===== config.mk =====
export PLATFORM = sky130hd
export DESIGN_NAME = instruction_encoder
export DESIGN_NICKNAME = d
export VERILOG_FILES = /design/src/rtl/instruction_encoder.sv
export SDC_FILE = /design/constraint.sdc
export NUM_CORES = 1
export LEC_CHECK = 0
export ABC_CLOCK_PERIOD_IN_PS = 3200
export CAP_MARGIN = 5
export CORE_AREA = 2 2 107 109
export CTS_BUF_LIST = sky130_fd_sc_hd__clkbuf_16
export DETAILED_ROUTE_END_ITERATION = 6
export DIE_AREA = 0 0 109 111
export GPL_TIMING_DRIVEN = 0
export PLACE_DENSITY = 0.94
export REMOVE_ABC_BUFFERS = 1
export SLEW_MARGIN = 10
export SYNTH_ARGS = -nofsm -noshare
export SYNTH_HDL_FRONTEND = slang
export SYNTH_SLANG_ARGS = --single-unit

===== constraint.sdc =====
create_clock -name clk -period 3.2 [get_ports clk]
set_input_delay 0.8 -clock clk [delete_from_list [all_inputs] [get_ports clk]]
set_output_delay 0.8 -clock clk [all_outputs]
set_load 0.02 [all_outputs]

===== src/rtl/instruction_encoder.sv =====
// Encodes decoded RV64 instruction fields into 32-bit words and packs them two per 64-bit beat,
// low word first. Illegal types and out-of-range immediates are dropped and counted.
module instruction_encoder #(
    parameter int BUS_DATA_WIDTH  = 64,
    parameter int TYPE_WIDTH      = 3,
    parameter int REGISTER_WIDTH  = 5,
    parameter int IMMEDIATE_WIDTH = 32,
    parameter int ERR_COUNT_WIDTH = 16
) (
    input  logic                       clk,
    input  logic                       reset,
    input  logic                       in_valid,
    output logic                       in_ready,
    input  logic [TYPE_WIDTH-1:0]      in_type,
    input  logic [6:0]                 in_opcode,
    input  logic [2:0]                 in_funct3,
    input  logic [6:0]                 in_funct7,
    input  logic [REGISTER_WIDTH-1:0]  in_rd,
    input  logic [REGISTER_WIDTH-1:0]  in_rs1,
    input  logic [REGISTER_WIDTH-1:0]  in_rs2,
    input  logic [IMMEDIATE_WIDTH-1:0] in_imm,
    input  logic                       in_last,
    output logic                       out_valid,
    input  logic                       out_ready,
    output logic [BUS_DATA_WIDTH-1:0]  out_data,
    output logic [1:0]                 out_mask,
    output logic                       err_pulse,
    output logic [ERR_COUNT_WIDTH-1:0] err_count,
    output logic                       dbg_state
);

    localparam logic [TYPE_WIDTH-1:0] T_R  = TYPE_WIDTH'(0);
    localparam logic [TYPE_WIDTH-1:0] T_I  = TYPE_WIDTH'(1);
    localparam logic [TYPE_WIDTH-1:0] T_S  = TYPE_WIDTH'(2);
    localparam logic [TYPE_WIDTH-1:0] T_SB = TYPE_WIDTH'(3);
    localparam logic [TYPE_WIDTH-1:0] T_U  = TYPE_WIDTH'(4);
    localparam logic [TYPE_WIDTH-1:0] T_UJ = TYPE_WIDTH'(5);

    localparam logic [6:0] OP_IMM    = 7'b0010011;
    localparam logic [6:0] OP_IMM_32 = 7'b0011011;

    typedef enum logic {EMPTY = 1'b0, HALF = 1'b1} state_t;

    state_t                       state, state_n;
    logic [31:0]                  low_q, low_n;
    logic [31:0]                  word;
    logic                         legal;
    logic                         accept;
    logic                         load;
    logic                         drop;
    logic [BUS_DATA_WIDTH-1:0]    load_data;
    logic [1:0]                   load_mask;
    logic                         is_shift_fn;
    logic signed [IMMEDIATE_WIDTH-1:0] imm_s;

    // Handshake: a transfer happens on a rising edge where valid && ready. in_ready
    // only reflects whether the output slot can take a beat, never in_valid.
    assign in_ready  = !(out_valid && !out_ready);
    assign accept    = in_valid && in_ready;
    assign dbg_state = state;

    assign imm_s       = $signed(in_imm);
    assign is_shift_fn = (in_funct3 == 3'b001) || (in_funct3 == 3'b101);

    always_comb begin
        word  = '0;
        legal = 1'b0;
        case (in_type)
            T_R: begin
                word  = {in_funct7, in_rs2, in_rs1, in_funct3, in_rd, in_opcode};
                legal = 1'b1;
            end
            T_I: begin
                if (in_opcode == OP_IMM && is_shift_fn) begin
                    word  = {in_funct7[6:1], in_imm[5:0], in_rs1, in_funct3, in_rd, in_opcode};
                    legal = (imm_s >= 0) && (imm_s <= 63);
                end else if (in_opcode == OP_IMM_32 && is_shift_fn) begin
                    word  = {in_funct7, in_imm[4:0], in_rs1, in_funct3, in_rd, in_opcode};
                    legal = (imm_s >= 0) && (imm_s <= 31);
                end else begin
                    word  = {in_imm[11:0], in_rs1, in_funct3, in_rd, in_opcode};
                    legal = (imm_s >= -2048) && (imm_s <= 2047);
                end
            end
            T_S: begin
                word  = {in_imm[11:5], in_rs2, in_rs1, in_funct3, in_imm[4:0], in_opcode};
                legal = (imm_s >= -2048) && (imm_s <= 2047);
            end
            T_SB: begin
                word  = {in_imm[12], in_imm[10:5], in_rs2, in_rs1, in_funct3,
                         in_imm[4:1], in_imm[11], in_opcode};
                legal = (imm_s >= -4096) && (imm_s <= 4094) && !in_imm[0];
            end
            T_U: begin
                word  = {in_imm[31:12], in_rd, in_opcode};
                legal = (in_imm[11:0] == 12'h000);
            end
            T_UJ: begin
                word  = {in_imm[20], in_imm[10:1], in_imm[11], in_imm[19:12], in_rd, in_opcode};
                legal = (imm_s >= -1048576) && (imm_s <= 1048574) && !in_imm[0];
            end
            default: begin
                word  = '0;
                legal = 1'b0;
            end
        endcase
    end

    // Every beat load coincides with an accept, and accept implies the slot is free.
    always_comb begin
        state_n   = state;
        low_n     = low_q;
        load      = 1'b0;
        load_data = '0;
        load_mask = 2'b00;
        drop      = 1'b0;
        if (accept) begin
            if (legal) begin
                if (state == EMPTY) begin
                    if (in_last) begin
                        load      = 1'b1;
                        load_data = {32'h0, word};
                        load_mask = 2'b01;
                    end else begin
                        low_n   = word;
                        state_n = HALF;
                    end
                end else begin
                    load      = 1'b1;
                    load_data = {word, low_q};
                    load_mask = 2'b11;
                    state_n   = EMPTY;
                end
            end else begin
                drop = 1'b1;
                if (state == HALF && in_last) begin
                    load      = 1'b1;
                    load_data = {32'h0, low_q};
                    load_mask = 2'b01;
                    state_n   = EMPTY;
                end
            end
        end
    end

    always_ff @(posedge clk or negedge reset) begin
        if (!reset) begin
            state     <= EMPTY;
            low_q     <= '0;
            out_valid <= 1'b0;
            out_data  <= '0;
            out_mask  <= 2'b00;
            err_pulse <= 1'b0;
            err_count <= '0;
        end else begin
            state     <= state_n;
            low_q     <= low_n;
            err_pulse <= drop;
            if (load) begin
                out_valid <= 1'b1;
                out_data  <= load_data;
                out_mask  <= load_mask;
            end else if (out_ready) begin
                out_valid <= 1'b0;
            end
            if (drop && (err_count != {ERR_COUNT_WIDTH{1'b1}})) begin
                err_count <= err_count + ERR_COUNT_WIDTH'(1);
            end
        end
    end

endmodule

==> results of run 1 <==
==> final cells by class <==
cell class	count	area, µm²	area share, %
clock inverter	14	168	2.14
timing repair buffer	165	1740	22.2
sequential	117	2930	37.3
clock buffer	17	425	5.43
inverter	6	26.3	0.335
timing repair inverter	1	5.00	0.0638
multi-input combinational	356	2370	30.2
tap	143	179	2.28
==> kinds of logic (layout without fill, tap and decap cells) <==
| kind of cell | Yosys count | in the layout | synth area share (%) |
|---|---|---|---|
| mux | 3 | 3 | 0.601 |
| xor+xnor | 14 | 14 | 2.27 |
| simple gates | 180 | 180 | 16.2 |
| fa+ha+maj | 1 | 1 | 0.231 |
| compound gates | 157 | 158 | 22.5 |
| flops | 117 | 117 | 54.1 |
| buf+inv | 41 | 203 | 4.14 |
==> stage by stage <==
step	instance area [µm²]	worst slack (ns)	power, mW	util [%]	hold slack [ns]
global placement	6960	-3.90	3.26	62.8	0.449
floorplan	5210	-1.18	2.60	-	0.450
finish	7840	0.118	5.27	70.8	0.331
global route	7840	0.0162	5.49	70.8	0.364
CTS	7780	0.0199	5.28	70.2	0.349
detailed placement	7140	-1.63	3.33	64.5	0.457
==> sequential cells by signal, summed over array words and instances, names as in the netlist <==
signal / cells
err_count: 16
low_q: 32
dbg_state: 1
out_mask: 2
err_pulse: 1
out_data: 64
out_valid: 1
==> power by group <==
part	switching, mW	total, mW	internal, mW	leakage [nW]
clock	0.653	1.93	1.28	0.287
sequential	0.213	2.00	1.78	1.56
combinational	0.673	1.35	0.676	1.44
==> routing by layer <==
metal | part of all wire [%] | up-vias | GRT usage (%)
li1 | - | 2254 | -
met1 | 40 | 2522 | 35.9
met2 | 49 | 253 | 44.2
met3 | 7.8 | 38 | 8.23
met4 | 2.9 | 0 | 11.9
met5 | 0 | - | 0
==> timing repair <==
item / 4_1_cts / 5_1_grt
hold buffers: 0 / 0
hold endpoints to repair: 0 / 0
gates cloned: 1 / 1
resized for setup: 17 / 5
pin swaps: 1 / 2
buffers inserted: 1 / 2
endpoints found under the setup margin: 116 / 87
==> placed cells by master (no fill, tap or decap), types with 4 or more instances in the layout <==
cell type,synthesis,final
a21oi_1,11,11
clkinv_1,0,5
a222oi_1,4,4
o2bb2ai_1,25,25
a2bb2oi_1,8,8
dfrtp_1,117,117
and3_1,7,7
nand3_1,9,8
nand2_1,61,61
inv_1,6,6
nor4_1,8,8
clkdlybuf4s50_1,0,153
nor3_1,6,6
xnor2_1,11,11
nor2b_1,5,5
buf_16,0,5
nor2_1,48,47
a221o_1,32,32
o21ai_0,40,40
clkbuf_16,0,17
a22oi_1,5,5
a22o_1,7,7
nand4_1,17,17
a31oi_1,6,5
bufinv_16,0,4
==> worst paths after layout <==
| kind | to | depth (start not counted) |
|---|---|---|
| max in group asynchronous | low_q[16] | 2 |
| min | err_count[7] | 1 |
| max | out_data[30] | 8 |
| max reg2reg | out_data[30] | 5 |
| min reg2reg | out_mask[0] | 1 |
| min in group clk | out_mask[0] | 1 |
==> impl_metrics.yaml, run 1 <==
floorplan:
  die_w_um: 109
  coreArea_mm2: 0.0111
  die_h_um: 111
  die_area_mm2: 0.0121
  rows: 39
  start_util_pct: 48.9
  ios: 158
drt:
  drtAntennaViolNets: 0
  firstDrtPassIters: 6
  routed-via-count: 5067
  drc_errors: 0
  vias_per_cell: 6.19
  wl_per_cell_um: 20.6
  drt_iter0_markers: 435
  drt-total-wl_um: 16900
cts:
  cts-root-buf: "clkbuf_16"
  cts_buffer_depth: 2
  clock_latency_ns: 0.41
  h-tree-depth: 4
  cts_tree: "done"
  cts_sinks: 117
  numCtsBuffers: 17
  clk_pin_slew_worst_paths_ns: 0.05
critical_path:
  crit_family: "compound AO/OA/AOI/OAI gates"
  timing.rr.start: "out_valid"
  crit_chain: "clkdlybuf4s18_2 > clkinvlp_4 > a41oi_2 > o2111ai_2 > o2111ai_4 > buf_16 > nor2_1 > a221o_1"
  crit_path_start_kind: "primary input"
  cp_max_fo: 25
  reg2reg_slack_ns: 1.05
  arrival_ns: 3.36
  end_kind: "flip-flop"
  cp_slowest_cell: "clkdlybuf4s18_2"
  critPathRequiredTime_ns: 3.48
  max_stage_delay_ns: 0.52
  crit_start: "in_type[2]"
  crit_type: "in -> reg"
  cp_num_buf_inv: 3
power_and_ir_drop:
  max-vdd-ir-drop_v: 0.000542
  leakagePower_nw: 3.29
  powerDensity_mw_per_mm2: 673
final_layout:
  diodes: 0
  stdcell_count: 819
  nNetsFinal: 737
  fillCellCount: 763
  drive_gt1_share_pct: 8.58
  area_growth_pct: 44.9
placement:
  io_buffers: 157
  gp_congestion: 0.842
  placedCellCount: 783
  dp_hpwl_um: 11100
global_route:
  grt_max_degree: 66
  grtUsageTotal_pct: 28.1
  grt_pass1_vias: 5099
  antenna_found_initial: 0
  overflow: 0
  grt_pass1_wl_um: 26100
hold_path:
  hp-class: "in -> async"
timing:
  maxSlewViolCount: 0
  worstMarginPinSlew_ns: 0.821
  tns_ns: 0
  clock_skew_ns: 0.00621
  min_period_over_period_pct: 96.3
  period_minus_slack_ns: 3.08
  max_freq_ghz: 0.325
  hold_viol: 0
  maxSlewHeadroom_pct: 45.3
  rsz0062_at_grt: "false"
  setup_viol: 0
logic_synthesis:
  syn_area_per_cell_um2: 10.5
  yosysTopAreaCell: "dfrtp_1"
  synth_flop_cell: "dfrtp_1"
  synthesis.area_mm2: 0.00541
  synthTopCellsByArea: "dfrtp_1, a221o_1, nand2_1, o2bb2ai_1, o21ai_0"
  synthTopCellsByCount: "dfrtp_1, nand2_1, nor2_1"
  ys_ff_latch: 117
  synth_top_area_share_pct: 54.1
  yosys.cell_count.top_type: "dfrtp_1"
  synth_edf_count: 0
  synth-async-reset-ratio_pct: 100
  yosysSeqAreaShare_pct: 54.1
  netlist_instances: 513
  synth_cell_types: 53
  ys_warn_count: 0
status:
  status: "complete, no violations"
job:
  maxCapViolations: 0
Power figures use the tool's default switching activity.
==> run 2, diff against run 1 <==
--- a/config.mk
+++ b/config.mk
@@ -6,13 +6,12 @@
 export NUM_CORES = 1
 export LEC_CHECK = 0
 export ABC_CLOCK_PERIOD_IN_PS = 3200
-export CAP_MARGIN = 5
-export CORE_AREA = 2 2 107 109
+export CORE_AREA = 2 2 113 115
 export CTS_BUF_LIST = sky130_fd_sc_hd__clkbuf_16
 export DETAILED_ROUTE_END_ITERATION = 6
-export DIE_AREA = 0 0 109 111
+export DIE_AREA = 0 0 115 117
 export GPL_TIMING_DRIVEN = 0
-export PLACE_DENSITY = 0.94
+export PLACE_DENSITY = 0.87
 export REMOVE_ABC_BUFFERS = 1
 export SLEW_MARGIN = 10
 export SYNTH_ARGS = -nofsm -noshare
==> run 2 against run 1 <==
Net effect: non-clock buffer count increased by 3; largest power group unchanged; sequential share of layout area fell by 0.13 points; first-iteration DRC count shrank 13%; wire length increased by 0.65%; critical path type unchanged.
==> impl_metrics.yaml, run 2 (synthesis gave the netlist of run 1 again) <==
critical_path:
  timing.rr.start: "out_valid"
  crit_path_start_kind: "primary input"
  arrival_ns: 3.33
  critPathRequiredTime_ns: 3.46
  crit_start: "in_opcode[5]"
  crit_chain: "clkdlybuf4s50_1 > and4bb_1 > nand2_2 > a41oi_2 > o2111ai_2 > o2111ai_2 > o21ai_0"
  crit_top_cell: "o2111ai_2"
  crit_type: "in -> reg"
  rr_worst_depth: 5
  max_stage_delay_ns: 0.79
  cp_max_fo: 16
  reg2reg_slack_ns: 0.91
  cp_slowest_cell: "o2111ai_2"
  reg2reg_to: "low_q[12]"
  end_kind: "flip-flop"
  worstSetupEndpoint: "low_q[3]"
power_and_ir_drop:
  powerDensity_mw_per_mm2: 669
  max-vdd-ir-drop_v: 0.000568
  leakagePower_nw: 3.31
final_layout:
  final_common_cell: "clkdlybuf4s50_1"
  top_register: "out_data"
  final_cell_mix: "clkdlybuf4s50_1, dfrtp_1, nand2_1, nor2_1, o21ai_0"
  largest_reg_flops: 64
  drive_gt1_share_pct: 9.43
  top_regs: "out_data: 64 flops, low_q: 32 flops, err_count: 16 flops"
  area_growth_pct: 45.4
  nNetsFinal: 740
  utilization_pct: 63.9
  diodes: 0
status:
  status: "complete, no violations"
placement:
  place_ws_ns: -1.68
  io_buffers: 157
  dp_hpwl_um: 11400
  gp_congestion: 0.870
hold_path:
  hp-class: "in -> async"
drt:
  firstDrtPassIters: 5
  drc_errors: 0
  routed-via-count: 4965
  drtAntennaViolNets: 0
  drt-total-wl_um: 17000
  wl_per_cell_um: 20.5
  vias_per_cell: 5.99
  drt_iter0_markers: 379
floorplan:
  rows: 41
  die_h_um: 117
  coreArea_mm2: 0.0123
  ios: 158
  die_w_um: 115
  die_area_mm2: 0.0135
  start_util_pct: 44.0
cts:
  ctsHoldBuffers: 0
  h-tree-depth: 4
  cts_tree: "done"
  cts-root-buf: "clkbuf_16"
  cts_sinks: 117
  clock_latency_ns: 0.41
  cts_buffer_depth: 2
  numCtsBuffers: 17
  clk_pin_slew_worst_paths_ns: 0.05
timing:
  period_minus_slack_ns: 3.08
  hold_viol: 0
  worst_slack_ns: 0.124
  max_freq_ghz: 0.325
  setup_viol: 0
  maxSlewViolCount: 0
  maxSlewHeadroom_pct: 44.9
  clock_skew_ns: 0.00750
  worstMarginPinSlew_ns: 0.826
  min_period_over_period_pct: 96.1
global_route:
  grt_max_degree: 65
  grt_busiest_layer: "met2"
  antenna_found_initial: 1
  overflow: 0
  grtUsageTotal_pct: 25.9
  grt_pass1_vias: 5011
  use_met2_pct: 41.4
  use_met3_pct: 7.47
  grt_pass1_wl_um: 26700
  grt_use_met1_pct: 33.3
job:
  maxCapViolations: 0
run 2: through the flow:
stage                     instance area, µm²  total power, mW  instances  TNS (ns)  hold WS [ns]
after CTS                               7800             5.29        824         0         0.346
final                                   7870             5.26        829         0         0.334
after detailed placement                7140             3.34        790   -150.90         0.455
after floorplan                         5210             2.60        478   -104.69         0.450
after global placement                  6970             3.27        785   -738.42         0.450
after global routing                    7870             5.50        829    -0.216         0.365
run 2: report_power, final:
part	leakage, nW	internal [mW]	total (mW)	switching, mW
Combinational	1.45	0.677	1.34	0.667
Clock	0.303	1.28	1.92	0.644
Sequential	1.56	1.78	2.00	0.213
Total	3.31	3.74	5.26	1.52
run 2: critical path, delay by kind of cell:
kind,cells,cell delay (ns)
AOI/OAI and AO/OA,4,1.53
and+or+nand+nor,2,0.55
buffers and inverters,1,0.46
run 2: metal layers:
| layer | part of all wire [%] | up-vias | wire [µm] |
|---|---|---|---|
| met3 | 6.4 | 33 | 1080 |
| met5 | 0.071 | - | 12 |
| met4 | 2.0 | 2 | 336 |
| li1 | - | 2256 | - |
| met2 | 49 | 181 | 8350 |
| met1 | 42 | 2493 | 7190 |
run 2: final cells by class:
class | instances | area (µm²)
inverters | 6 | 26.3
fillers | 954 | 4440
multi-input cells | 356 | 2350
well taps | 150 | 188
clock inverters | 14 | 170
repair inverters | 1 | 5.00
flip-flops and latches | 117 | 2930
clock buffers | 17 | 425
repair buffers | 168 | 1770
run 2: worst min-delay path by stage:
stage	cells past startpoint	to	startpoint	slack (ns)
3_5_place_dp	1	out_mask[0]	out_mask[0]	0.46
3_3_place_gp	1	out_mask[0]	out_mask[0]	0.45
6_report	1	out_data[62]	reset	0.33
4_1_cts	1	out_data[28]	reset	0.35
5_1_grt	1	low_q[28]	reset	0.37
2_1_floorplan	2	low_q[0]	low_q[0]	0.45
run 2: what timing repair did:
action,in CTS,in global routing
gates resized for setup,12,4
gates cloned,2,0
endpoints found under the setup margin,116,69
pin swaps,2,1
setup buffers,1,5
